### src/rtl/ball_hit_pkg.sv
// Shared constants, FSM state type and saturating arithmetic for the ball-hit path.
package ball_hit_pkg;

  localparam int unsigned H_ACTIVE = 640;
  localparam int unsigned V_ACTIVE = 480;
  localparam int unsigned H_TOTAL  = 800;
  localparam int unsigned V_TOTAL  = 525;
  localparam int unsigned CNT_W    = 16;
  localparam int unsigned XY_W     = $clog2(H_TOTAL > V_TOTAL ? H_TOTAL : V_TOTAL);
  localparam int unsigned STREAK_W = 4;

  typedef enum logic [2:0] {
    WAIT_SOF,
    ACCUM,
    EVAL,
    REPORT,
    COOLDOWN
  } hit_state_t;

  function automatic logic [CNT_W-1:0] sat_add(input logic [CNT_W-1:0] a,
                                               input logic [CNT_W-1:0] b);
    logic [CNT_W:0] s;
    s = {1'b0, a} + {1'b0, b};
    return s[CNT_W] ? '1 : s[CNT_W-1:0];
  endfunction

  function automatic logic [CNT_W-1:0] sat_inc(input logic [CNT_W-1:0] a);
    return (a == '1) ? a : a + CNT_W'(1);
  endfunction

endpackage

### src/rtl/ball_window_counter.sv
// Latches the ball centre at SOF and counts target pixels in the square window,
// split into left/right halves with saturating counters.
module ball_window_counter
  import ball_hit_pkg::*;
#(
  parameter int unsigned BALL_HALF = 8
) (
  input  logic        clk_25MHz,
  input  logic        reset,
  input  logic        count_en,
  input  logic        sof,
  input  logic [9:0]  x_pixel,
  input  logic [9:0]  y_pixel,
  input  logic        is_target_color,
  input  logic [9:0]  ball_x,
  input  logic [9:0]  ball_y,
  output logic [15:0] left_cnt,
  output logic [15:0] right_cnt,
  output logic [15:0] total_c
);

  localparam logic signed [10:0] HALF_S = 11'(BALL_HALF);

  logic [9:0] bx_q, by_q;
  logic [9:0] bx, by;
  logic signed [10:0] dx, dy;
  logic active, in_win, hit_px, is_left;

  // The SOF pixel itself belongs to the new frame, so it uses the incoming centre.
  assign bx = sof ? ball_x : bx_q;
  assign by = sof ? ball_y : by_q;

  assign dx = $signed({1'b0, x_pixel}) - $signed({1'b0, bx});
  assign dy = $signed({1'b0, y_pixel}) - $signed({1'b0, by});

  assign active  = (x_pixel < XY_W'(H_ACTIVE)) && (y_pixel < XY_W'(V_ACTIVE));
  assign in_win  = (dx <= HALF_S) && (dx >= -HALF_S) && (dy <= HALF_S) && (dy >= -HALF_S);
  assign hit_px  = active && in_win && is_target_color;
  assign is_left = x_pixel < bx;

  assign total_c = sat_add(left_cnt, right_cnt);

  always_ff @(posedge clk_25MHz) begin
    if (!reset) begin
      bx_q      <= '0;
      by_q      <= '0;
      left_cnt  <= '0;
      right_cnt <= '0;
    end else if (sof) begin
      bx_q      <= ball_x;
      by_q      <= ball_y;
      left_cnt  <= CNT_W'(hit_px && is_left);
      right_cnt <= CNT_W'(hit_px && !is_left);
    end else if (count_en && hit_px) begin
      if (is_left) left_cnt  <= sat_inc(left_cnt);
      else         right_cnt <= sat_inc(right_cnt);
    end
  end

endmodule

### src/rtl/ball_hit_frame_evaluator.sv
// Per-frame hit evaluator: confirms THRESHOLD over consecutive frames, reports the
// hit over valid/ready, then ignores a number of frame ends as cooldown.
module ball_hit_frame_evaluator
  import ball_hit_pkg::*;
#(
  parameter int unsigned THRESHOLD       = 50,
  parameter int unsigned BALL_HALF       = 8,
  parameter int unsigned CONFIRM_FRAMES  = 2,
  parameter int unsigned COOLDOWN_FRAMES = 3
) (
  input  logic        clk_25MHz,
  input  logic        reset,
  input  logic [9:0]  x_pixel,
  input  logic [9:0]  y_pixel,
  input  logic        is_target_color,
  input  logic [9:0]  ball_x,
  input  logic [9:0]  ball_y,
  input  logic        hit_ready,
  output logic        hit_valid,
  output logic [15:0] hit_count,
  output logic        hit_dir,
  output logic [15:0] last_frame_count,
  output logic        cooldown_active
);

  hit_state_t          state;
  logic [STREAK_W-1:0] streak;
  logic [STREAK_W-1:0] streak_nxt;
  logic [STREAK_W-1:0] cd_cnt;
  logic                sof, eof;
  logic [15:0]         left_cnt, right_cnt, total_c;

  assign sof = (x_pixel == '0) && (y_pixel == '0);
  assign eof = (x_pixel == '0) && (y_pixel == XY_W'(V_ACTIVE));

  assign streak_nxt = (total_c >= CNT_W'(THRESHOLD)) ? streak + STREAK_W'(1) : '0;

  ball_window_counter #(
    .BALL_HALF(BALL_HALF)
  ) u_window (
    .clk_25MHz       (clk_25MHz),
    .reset           (reset),
    .count_en        (state != WAIT_SOF),
    .sof             (sof),
    .x_pixel         (x_pixel),
    .y_pixel         (y_pixel),
    .is_target_color (is_target_color),
    .ball_x          (ball_x),
    .ball_y          (ball_y),
    .left_cnt        (left_cnt),
    .right_cnt       (right_cnt),
    .total_c         (total_c)
  );

  always_ff @(posedge clk_25MHz) begin
    if (!reset) begin
      state            <= WAIT_SOF;
      streak           <= '0;
      cd_cnt           <= '0;
      hit_valid        <= 1'b0;
      hit_count        <= '0;
      hit_dir          <= 1'b0;
      last_frame_count <= '0;
      cooldown_active  <= 1'b0;
    end else begin
      case (state)
        WAIT_SOF: if (sof) state <= ACCUM;
        ACCUM:    if (eof) state <= EVAL;
        EVAL: begin
          last_frame_count <= total_c;
          if (streak_nxt == STREAK_W'(CONFIRM_FRAMES)) begin
            hit_count <= total_c;
            hit_dir   <= right_cnt > left_cnt;
            hit_valid <= 1'b1;
            streak    <= '0;
            state     <= REPORT;
          end else begin
            streak <= streak_nxt;
            state  <= ACCUM;
          end
        end
        REPORT: begin
          // Frame ends here only refresh the statistic; they never feed the streak.
          if (eof) last_frame_count <= total_c;
          if (hit_ready) begin
            hit_valid <= 1'b0;
            if (COOLDOWN_FRAMES == 0) begin
              state <= ACCUM;
            end else begin
              cd_cnt          <= STREAK_W'(COOLDOWN_FRAMES);
              cooldown_active <= 1'b1;
              state           <= COOLDOWN;
            end
          end
        end
        COOLDOWN: begin
          if (eof) begin
            last_frame_count <= total_c;
            if (cd_cnt <= STREAK_W'(1)) begin
              cd_cnt          <= '0;
              cooldown_active <= 1'b0;
              state           <= ACCUM;
            end else begin
              cd_cnt <= cd_cnt - STREAK_W'(1);
            end
          end
        end
        default: state <= WAIT_SOF;
      endcase
    end
  end

endmodule

### config.mk
export PLATFORM = sky130hd
export DESIGN_NAME = ball_hit_frame_evaluator
export DESIGN_NICKNAME = d
export VERILOG_FILES = /design/src/rtl/ball_hit_pkg.sv /design/src/rtl/ball_window_counter.sv /design/src/rtl/ball_hit_frame_evaluator.sv
export SDC_FILE = /design/constraint.sdc
export NUM_CORES = 1
export LEC_CHECK = 0
export ABC_AREA = 1
export CAP_MARGIN = 10
export CORE_AREA = 2 2 123 125
export DETAILED_ROUTE_END_ITERATION = 12
export DIE_AREA = 0 0 125 127
export HOLD_SLACK_MARGIN = 0.08
export MAX_ROUTING_LAYER = met4
export PLACE_DENSITY = 0.68
export SYNTH_ARGS = -nofsm -noshare
export SYNTH_HDL_FRONTEND = slang
export SYNTH_SLANG_ARGS = --single-unit
### constraint.sdc
create_clock -name clk_25MHz -period 14.8 [get_ports clk_25MHz]
set_input_delay 4.44 -clock clk_25MHz [delete_from_list [all_inputs] [get_ports clk_25MHz]]
set_output_delay 4.44 -clock clk_25MHz [all_outputs]
set_load 0.005 [all_outputs]
==> results.json, run 1 <==
{
  "outcome": "complete, no violations",
  "startpoint_type": "input port",
  "holdCritPathClass": "register to register",
  "crit_fanout": 25,
  "syn_area_um2": 6760,
  "first_pass_iters": 5,
  "drive_gt1_share_pct": 6.09,
  "endpoint_kind": "register",
  "maxSlewViolCount": 0,
  "vias_per_cell": 5.09,
  "cp_top_family": "simple AND/OR/NAND/NOR gates",
  "grt_overflow": 0,
  "p_int_w": 0.000428,
  "synthToLayoutAreaGrowth_pct": 17.8,
  "placement_rows": 44,
  "core_area_um2": 14400,
  "reg2reg_setup_slack_ns": 10.66,
  "max-vdd-ir-drop_mv": 0.0523,
  "synth-seq-area-share_pct": 29.0,
  "postCtsHoldBufs": 0,
  "antenna_found_initial": 0,
  "start_util_pct": 46.8,
  "tns_ns": 0,
  "async_flop_share_pct": 0,
  "rsz0062_at_grt": "false",
  "initialDrtViolationCount": 422,
  "finalHoldViolations": 0,
  "cts_tree": "yes",
  "clkTransAtPathRegs_ns": 0.08,
  "synthTopCellsByArea": "dfxtp_1 (29%), ha_1 (11%), nand2_1 (9.3%), nor2_1 (9.1%), inv_1 (8.1%)",
  "worstSetupPathType": "input port to register",
  "seqPwrFrac_pct": 45.4,
  "pwr-share-clk_pct": 39.2,
  "syn_avg_cell_area_um2": 6.82,
  "finalNonFillerCells": 1252,
  "drtAntennaViolNets": 0,
  "synth_edf_count": 0,
  "yosys_warnings": 0,
  "dp_cells": 1236,
  "grt_pass1_vias": 5902,
  "synthCells": 990,
  "synth_top_area_share_pct": 29.0,
  "worstPathRequired_ns": 15.05,
  "fin_nets": 1167,
  "syn_nets": 1094,
  "die_area_um2": 15900,
  "powerDensity_nw_per_um2": 75.9,
  "dieHeight_um": 127,
  "fp.dieW_um": 125,
  "avgRoutedWirePerCell_um": 12.8,
  "power.leakage_nw": 3.85,
  "swShare_pct": 29.1,
  "critical-path-max-stage-delay_ns": 0.53,
  "ys_types": 48,
  "path_buf_inv": 4,
  "portBuffers": 78,
  "post-dp-hpwl_um": 12500,
  "routed_wl_um": 16100,
  "power_switching_w": 0.000175,
  "fmax_mhz": 110,
  "arrival_ns": 9.33,
  "tightest_slew_ns": 0.821,
  "grtUsageTotal_pct": 21.4,
  "crit_slowest_cell": "nand4_1",
  "cts_resized": 0,
  "clock_latency_ns": 0.35,
  "diodes": 0,
  "pin_count": 79,
  "max_slew_margin_pct": 44.8,
  "final.period_utilization_pct": 61.4,
  "globalplace.congestion": 0.845,
  "grt_pass1_wl_um": 27500,
  "cap_violations": 0,
  "vias": 6373,
  "setup_viol": 0,
  "post_cts_buffers": 0,
  "period_minus_slack_ns": 9.08,
  "grt_max_degree": 40,
  "clock-root-buffer": "clkbuf_16",
  "numCtsBuffers": 9,
  "cts_max_path_buffers": 2,
  "clock_sinks": 98,
  "drc": 0,
  "skew_ns": 0.00994,
  "htreeDepth": 3,
  "p_comb_share_pct": 15.5,
  "synth_seq_cells": 98,
  "synth_largest_area_cell": "dfxtp_1",
  "synth_ff_type": "dfxtp_1"
}
[logic make-up after synthesis]
group,after synthesis,share of synthesized area [%]
simple gates,463,30.0
xor+xnor,22,2.85
mux,16,2.37
flops,98,29.0
buf+inv,168,10.1
fa+ha+maj,60,11.4
compound gates,163,14.2
[path summary, 6_finish.rpt]
| kind | start | endpoint | cells after the start |
|---|---|---|---|
| worst max-delay path | y_pixel[1] | u_window.left_cnt[7] | 26 |
| worst min-delay path | cooldown_active | cooldown_active | 2 |
| worst min register to register | cooldown_active | cooldown_active | 2 |
| worst max register to register | u_window.right_cnt[0] | hit_dir | 21 |
[metrics by stage]
stage	hold WS, ns	utilization, %	cell area (µm²)	total power, W	worst slack [ns]
floorplan	0.457	-	6760	0.000339	6.97
global placement	0.455	53.2	7670	0.000373	5.37
detailed placement	0.458	53.2	7670	0.000374	5.27
CTS	0.470	55.2	7960	0.000611	5.63
global route	0.508	55.2	7960	0.000635	5.24
finish	0.468	55.2	7960	0.000604	5.72
[worst min-delay path, delay by kind of cell (launching register included)]
| kind | cells | cell delay [ns] |
|---|---|---|
| AO/OA/AOI/OAI | 1 | 0.05 |
| flip-flops | 1 | 0.31 |
| AND/OR/NAND/NOR | 1 | 0.06 |
[power groups by stage]
stage	combinational [W]	sequential [W]	clock, W
after global placement	0.0000927	0.000280	0
after global routing	0.000106	0.000275	0.000253
after CTS	0.0000940	0.000274	0.000243
after floorplan	0.0000599	0.000279	0
after detailed placement	0.0000936	0.000280	0
final	0.0000934	0.000274	0.000236
[final cells by class]
cell class | count | area [µm²]
Timing Repair Buffer | 81 | 803
Tap cell | 184 | 230
Inverter | 149 | 559
Clock buffer | 10 | 239
Fill cell | 1470 | 6460
Clock inverter | 6 | 53.8
Sequential cell | 98 | 1960
Multi-Input combinational cell | 724 | 4110
[Yosys cell counts (8+ instances only)]
cell,count
a21oi_1,63
clkbuf_1,10
dfxtp_1,98
ha_1,57
inv_1,145
mux2i_1,16
nand2_1,167
nand2_2,8
nand3_1,54
nand3b_1,9
nand4_1,17
nor2_1,164
nor2_2,10
nor3_1,17
o21ai_0,52
o21ai_2,8
xor2_1,20
[cells in the final DEF, fill, tap and decap left out, types with 10 or more instances in the layout]
| cell type | synthesis | final |
|---|---|---|
| nand2_1 | 167 | 167 |
| nor2_1 | 164 | 164 |
| inv_1 | 145 | 145 |
| dfxtp_1 | 98 | 98 |
| clkdlybuf4s50_1 | 0 | 78 |
| a21oi_1 | 63 | 63 |
| ha_1 | 57 | 57 |
| nand3_1 | 54 | 54 |
| o21ai_0 | 52 | 52 |
| xor2_1 | 20 | 20 |
| nor3_1 | 17 | 17 |
| nand4_1 | 17 | 17 |
| mux2i_1 | 16 | 16 |
| nor2_2 | 10 | 10 |
[registers in the layout (all words and copies together) (netlist names)]
name                cells
hit_count              16
last_frame_count       16
u_window.left_cnt      16
u_window.right_cnt     16
u_window.bx_q          10
u_window.by_q          10
cd_cnt                  4
streak                  4
state                   3
cooldown_active         1
hit_dir                 1
hit_valid               1
[routing by layer]
layer	routed length, µm	vias to the layer above	global-route usage (%)	share of wire (%)
met2	7720	138	36.4	48
met1	7390	2845	26.1	46
met4	348	0	7.52	2.2
met3	591	26	3.14	3.7
met5	0	-	-	0
li1	-	3364	-	-
Note: power is estimated with default switching activity, not from simulation.
==> run 2: changes to the inputs <==
PLACE_DENSITY = 0.71   (was 0.68)
clock period = 8.25 ns   (was 14.8 ns; I/O delays follow)
==> run 2 against run 1 <==
Clock power rose by 110%; highest routed layer unchanged; clock skew fell by 0.0032 ns; largest cell class unchanged; register-to-register slack got worse by 6.6 ns; via count fell by 0.33%; wire length fell by 1.8%; power rose by 89%; clock-buffer cell count did not move; critical path type unchanged.
==> results.json, run 2 (synthesis results as in run 1) <==
{
  "grt_pass1_vias": 5808,
  "nFillCells": 1405,
  "worstPathRequired_ns": 8.52,
  "outcome": "complete, no violations",
  "maxSlewViolCount": 0,
  "swShare_pct": 25.8,
  "clock_latency_ns": 0.35,
  "crit_fanout": 19,
  "reg2reg_from": "u_window.left_cnt[0]",
  "clock_sinks": 98,
  "dieHeight_um": 127,
  "diodes": 0,
  "first_pass_iters": 5,
  "htreeDepth": 3,
  "critical-path-max-stage-delay_ns": 0.44,
  "pin_count": 79,
  "arrival_ns": 6.65,
  "placement_rows": 44,
  "finalHoldViolations": 0,
  "seqPwrFrac_pct": 43.0,
  "final_area_um2": 8030,
  "place_area_um2": 7680,
  "numCtsBuffers": 9,
  "drtAntennaViolNets": 0,
  "max_slew_margin_pct": 47.4,
  "power_switching_w": 0.000294,
  "start_util_pct": 46.8,
  "antenna_found_initial": 0,
  "finalPower_w": 0.00114,
  "worstHoldStart": "cooldown_active",
  "globalplace.congestion": 0.925,
  "portBuffers": 78,
  "period_minus_slack_ns": 6.38,
  "p_int_w": 0.000847,
  "post_cts_buffers": 0,
  "startpoint_type": "input port",
  "pwr-share-clk_pct": 42.7,
  "holdWs_ns": 0.461,
  "critPathLaunch": "y_pixel[3]",
  "initialDrtViolationCount": 331,
  "skew_ns": 0.00678,
  "tightest_slew_ns": 0.787,
  "grt_pass1_wl_um": 26700,
  "postCtsHoldBufs": 0,
  "final_common_cell": "nand2_1",
  "avgRoutedWirePerCell_um": 12.6,
  "grt_overflow": 0,
  "cap_violations": 0,
  "clock-root-buffer": "clkbuf_16",
  "endpoint_kind": "register",
  "fmax_mhz": 157,
  "p_comb_share_pct": 14.3,
  "cts_tree": "yes",
  "fp.dieW_um": 125,
  "vias": 6352,
  "rsz0062_at_grt": "false",
  "synthToLayoutAreaGrowth_pct": 18.8,
  "final_cell_mix": "nand2_1 (167), nor2_1 (164), inv_1 (145)",
  "crit_slowest_cell": "clkdlybuf4s50_1",
  "die_area_um2": 15900,
  "routed_wl_um": 15800,
  "holdCritPathClass": "register to register",
  "powerDensity_nw_per_um2": 142,
  "cts_max_path_buffers": 2,
  "grt_max_degree": 40,
  "worstSetupPathType": "input port to register",
  "power.leakage_nw": 3.87,
  "post-dp-hpwl_um": 12400,
  "vias_per_cell": 5.07,
  "tns_ns": 0,
  "grtUsageTotal_pct": 20.7,
  "fin_nets": 1169,
  "drive_gt1_share_pct": 6.17,
  "crit_path_frequent_cell": "nand3_1",
  "final.period_utilization_pct": 77.3,
  "max-vdd-ir-drop_mv": 0.0912,
  "clkTransAtPathRegs_ns": 0.07,
  "core_area_um2": 14400,
  "drc": 0,
  "cts_resized": 0,
  "setup_viol": 0
}
## run 2: power groups by stage
stage	clock, W	sequential [W]	combinational (W)
finish	0.000487	0.000491	0.000163
global route	0.000517	0.000493	0.000188
CTS	0.000495	0.000491	0.000164
detailed placement	0	0.000502	0.000164
global placement	0	0.000502	0.000162
floorplan	0	0.000501	0.000107
## run 2: critical path: cells and delay by family
family / cells / cell delay (ns)
buffers and inverters: 2 / 0.70
AND/OR/NAND/NOR: 15 / 1.94
adder cells (fa/ha/maj): 2 / 0.63
XOR/XNOR: 1 / 0.21
AO/OA/AOI/OAI: 5 / 0.69
## run 2: metrics by stage
stage | std cells | util, % | setup slack [ns]
global route | 1254 | 55.6 | 1.40
finish | 1254 | 55.6 | 1.87
global placement | 1238 | 53.3 | 1.62
floorplan | 990 | - | 2.39
detailed placement | 1238 | 53.3 | 1.49
CTS | 1254 | 55.6 | 1.84
## run 2: path summary, 6_finish.rpt
check / cells after the start / slack (ns) / to
worst min register to register: 2 / 0.46 / cooldown_active
worst max-delay path: 25 / 1.87 / u_window.right_cnt[3]
worst min-delay path: 2 / 0.46 / cooldown_active
worst max register to register: 21 / 4.08 / hit_dir
## run 2: layer usage
layer	GRT usage, %	up-vias	wire, µm
li1	-	3367	-
met1	24.9	2831	7270
met2	36.0	132	7620
met3	2.81	22	571
met4	6.93	0	298
met5	-	-	0
## run 2: area by class of cell
cell class | instances | area [µm²] | area share [%]
Clock buffer | 10 | 229 | 2.85
Clock inverter | 6 | 114 | 1.42
Inverter | 149 | 559 | 6.97
Multi-Input combinational cell | 724 | 4110 | 51.2
Sequential cell | 98 | 1960 | 24.4
Tap cell | 184 | 230 | 2.87
Timing Repair Buffer | 83 | 818 | 10.2
==> run 3: changes to the inputs <==
clock period = 5.5 ns   (was 8.25 ns; I/O delays follow)
==> run 3 against run 2 <==
Cell count up 3.0%; sequential power up 50%; sequential share of layout area down 0.98 points; clock-buffer cell count unchanged; design area up 4.2%; largest power group unchanged.
==> results.json, run 3 (synthesis results as in run 1) <==
{
  "crit_slowest_cell": "clkdlybuf4s50_1",
  "worst_slack_ns": 0.277,
  "globalplace.congestion": 0.897,
  "setup_viol": 0,
  "dpl_worst_slack_ns": -0.172,
  "initialDrtViolationCount": 374,
  "grt_pass1_wl_um": 27400,
  "final_common_cell": "nand2_1",
  "startpoint_type": "input port",
  "reg2reg_setup_slack_ns": 1.32,
  "crit_path_frequent_cell": "nand3_1",
  "worstSetupPathType": "input port to register",
  "holdCritPathClass": "register to register",
  "avgRoutedWirePerCell_um": 12.5,
  "grtUsageTotal_pct": 21.2,
  "dieHeight_um": 127,
  "tns_ns": 0,
  "final_cell_mix": "nand2_1 (166), nor2_1 (161), inv_1 (145)",
  "worstPathRequired_ns": 5.77,
  "clock_sinks": 98,
  "placement_rows": 44,
  "max_slew_margin_pct": 38.8,
  "grt_pass1_vias": 6034,
  "cp_top_family": "simple AND/OR/NAND/NOR gates",
  "endpoint_kind": "register",
  "finalHoldViolations": 0,
  "maxSlewViolCount": 0,
  "powerDensity_nw_per_um2": 200,
  "diodes": 0,
  "pin_count": 79,
  "period_minus_slack_ns": 5.22,
  "clock_latency_ns": 0.36,
  "drc": 0,
  "skew_ns": 0.0160,
  "vias": 6548,
  "grt_overflow": 0,
  "final.period_utilization_pct": 95.0,
  "core_area_um2": 14400,
  "cts_tree": "yes",
  "die_area_um2": 15900,
  "fp.dieW_um": 125,
  "fmax_mhz": 191,
  "finalPower_w": 0.00167,
  "power.leakage_nw": 4.07,
  "cts_max_path_buffers": 2,
  "max-vdd-ir-drop_mv": 0.181,
  "post-dp-hpwl_um": 12800,
  "postCtsHoldBufs": 0,
  "fin_nets": 1207,
  "outcome": "complete, no violations",
  "drive_gt1_share_pct": 10.1,
  "start_util_pct": 46.8,
  "arrival_ns": 5.49,
  "synthToLayoutAreaGrowth_pct": 23.8,
  "routed_wl_um": 16200,
  "crit_fanout": 13,
  "first_pass_iters": 5,
  "path_buf_inv": 2,
  "antenna_found_initial": 0,
  "drtAntennaViolNets": 0,
  "tightest_slew_ns": 0.914,
  "clkTransAtPathRegs_ns": 0.07,
  "htreeDepth": 3,
  "portBuffers": 78,
  "numCtsBuffers": 9,
  "grt_max_degree": 40,
  "critical-path-max-stage-delay_ns": 0.45,
  "clock-root-buffer": "clkbuf_16",
  "vias_per_cell": 5.07,
  "cap_violations": 0
}
[run 3: cell types whose count changed in the layout (fill, tap and decap cells not counted), sizes merged]
cell / delta
inv: +3
buf: +37
clkinvlp: -2
nor2: +1
clkinv: +1
bufinv: -2
[run 3: routing by layer]
layer	GRT usage, %	vias up	part of all wire [%]
met5	-	-	0
met4	6.27	0	1.9
met3	4.44	27	4.9
met2	36.4	142	48
met1	25.3	2940	45
li1	-	3439	-
[run 3: final cells by class]
type | count | area [µm²]
Fill cell | 1377 | 6060
Multi-Input combinational cell | 725 | 4180
Sequential cell | 98 | 1960
Timing Repair Buffer | 120 | 1110
Inverter | 149 | 559
Clock buffer | 10 | 239
Tap cell | 184 | 230
Clock inverter | 6 | 78.8
[run 3: worst reg2reg max path, stage by stage, from the launching register on]
cell and delay [ns]:
dfxtp_1 0.43, ha_1 0.24, inv_1 0.07, fa_1 0.39, or2_1 0.25, o21ai_2 0.22, nand2_1 0.08, nand2_1 0.09
nand2_1 0.07, nand2_2 0.10, nand3_2 0.07, nand2_2 0.21, clkinv_1 0.24, nand2_1 0.22, nor2_1 0.08, nand4_2 0.15
nand2_1 0.10, nor2_1 0.12, nand2_2 0.30, inv_2 0.40, nand3_1 0.19, a21oi_2 0.14
[run 3: power by group]
part / total [W] / internal, W / switching [W]
sequential: 0.000737 / 0.000725 / 0.0000122
clock: 0.000671 / 0.000376 / 0.000295
combinational: 0.000267 / 0.000111 / 0.000155
[run 3: stage by stage]
step / cell area [µm²] / utilization [%] / std cells / hold slack (ns)
finish: 8360 / 58.0 / 1292 / 0.474
global route: 8360 / 58.0 / 1292 / 0.494
CTS: 8260 / 57.3 / 1289 / 0.475
detailed placement: 7950 / 55.1 / 1273 / 0.464
global placement: 7950 / 55.1 / 1273 / 0.459
floorplan: 6760 / - / 990 / 0.457
[run 3: final timing paths]
path,start,endpoint,cells past startpoint
worst max-delay path,y_pixel[2],u_window.right_cnt[9],25
worst min-delay path,hit_valid,hit_valid,2
worst max register to register,u_window.left_cnt[0],hit_dir,21
worst min register to register,hit_valid,hit_valid,2
[run 3: timing repair]
action	in CTS	in global routing
endpoints found under the setup margin	0	32
endpoints found under the hold margin	0	0
setup buffers	0	2
gates resized for setup	0	18
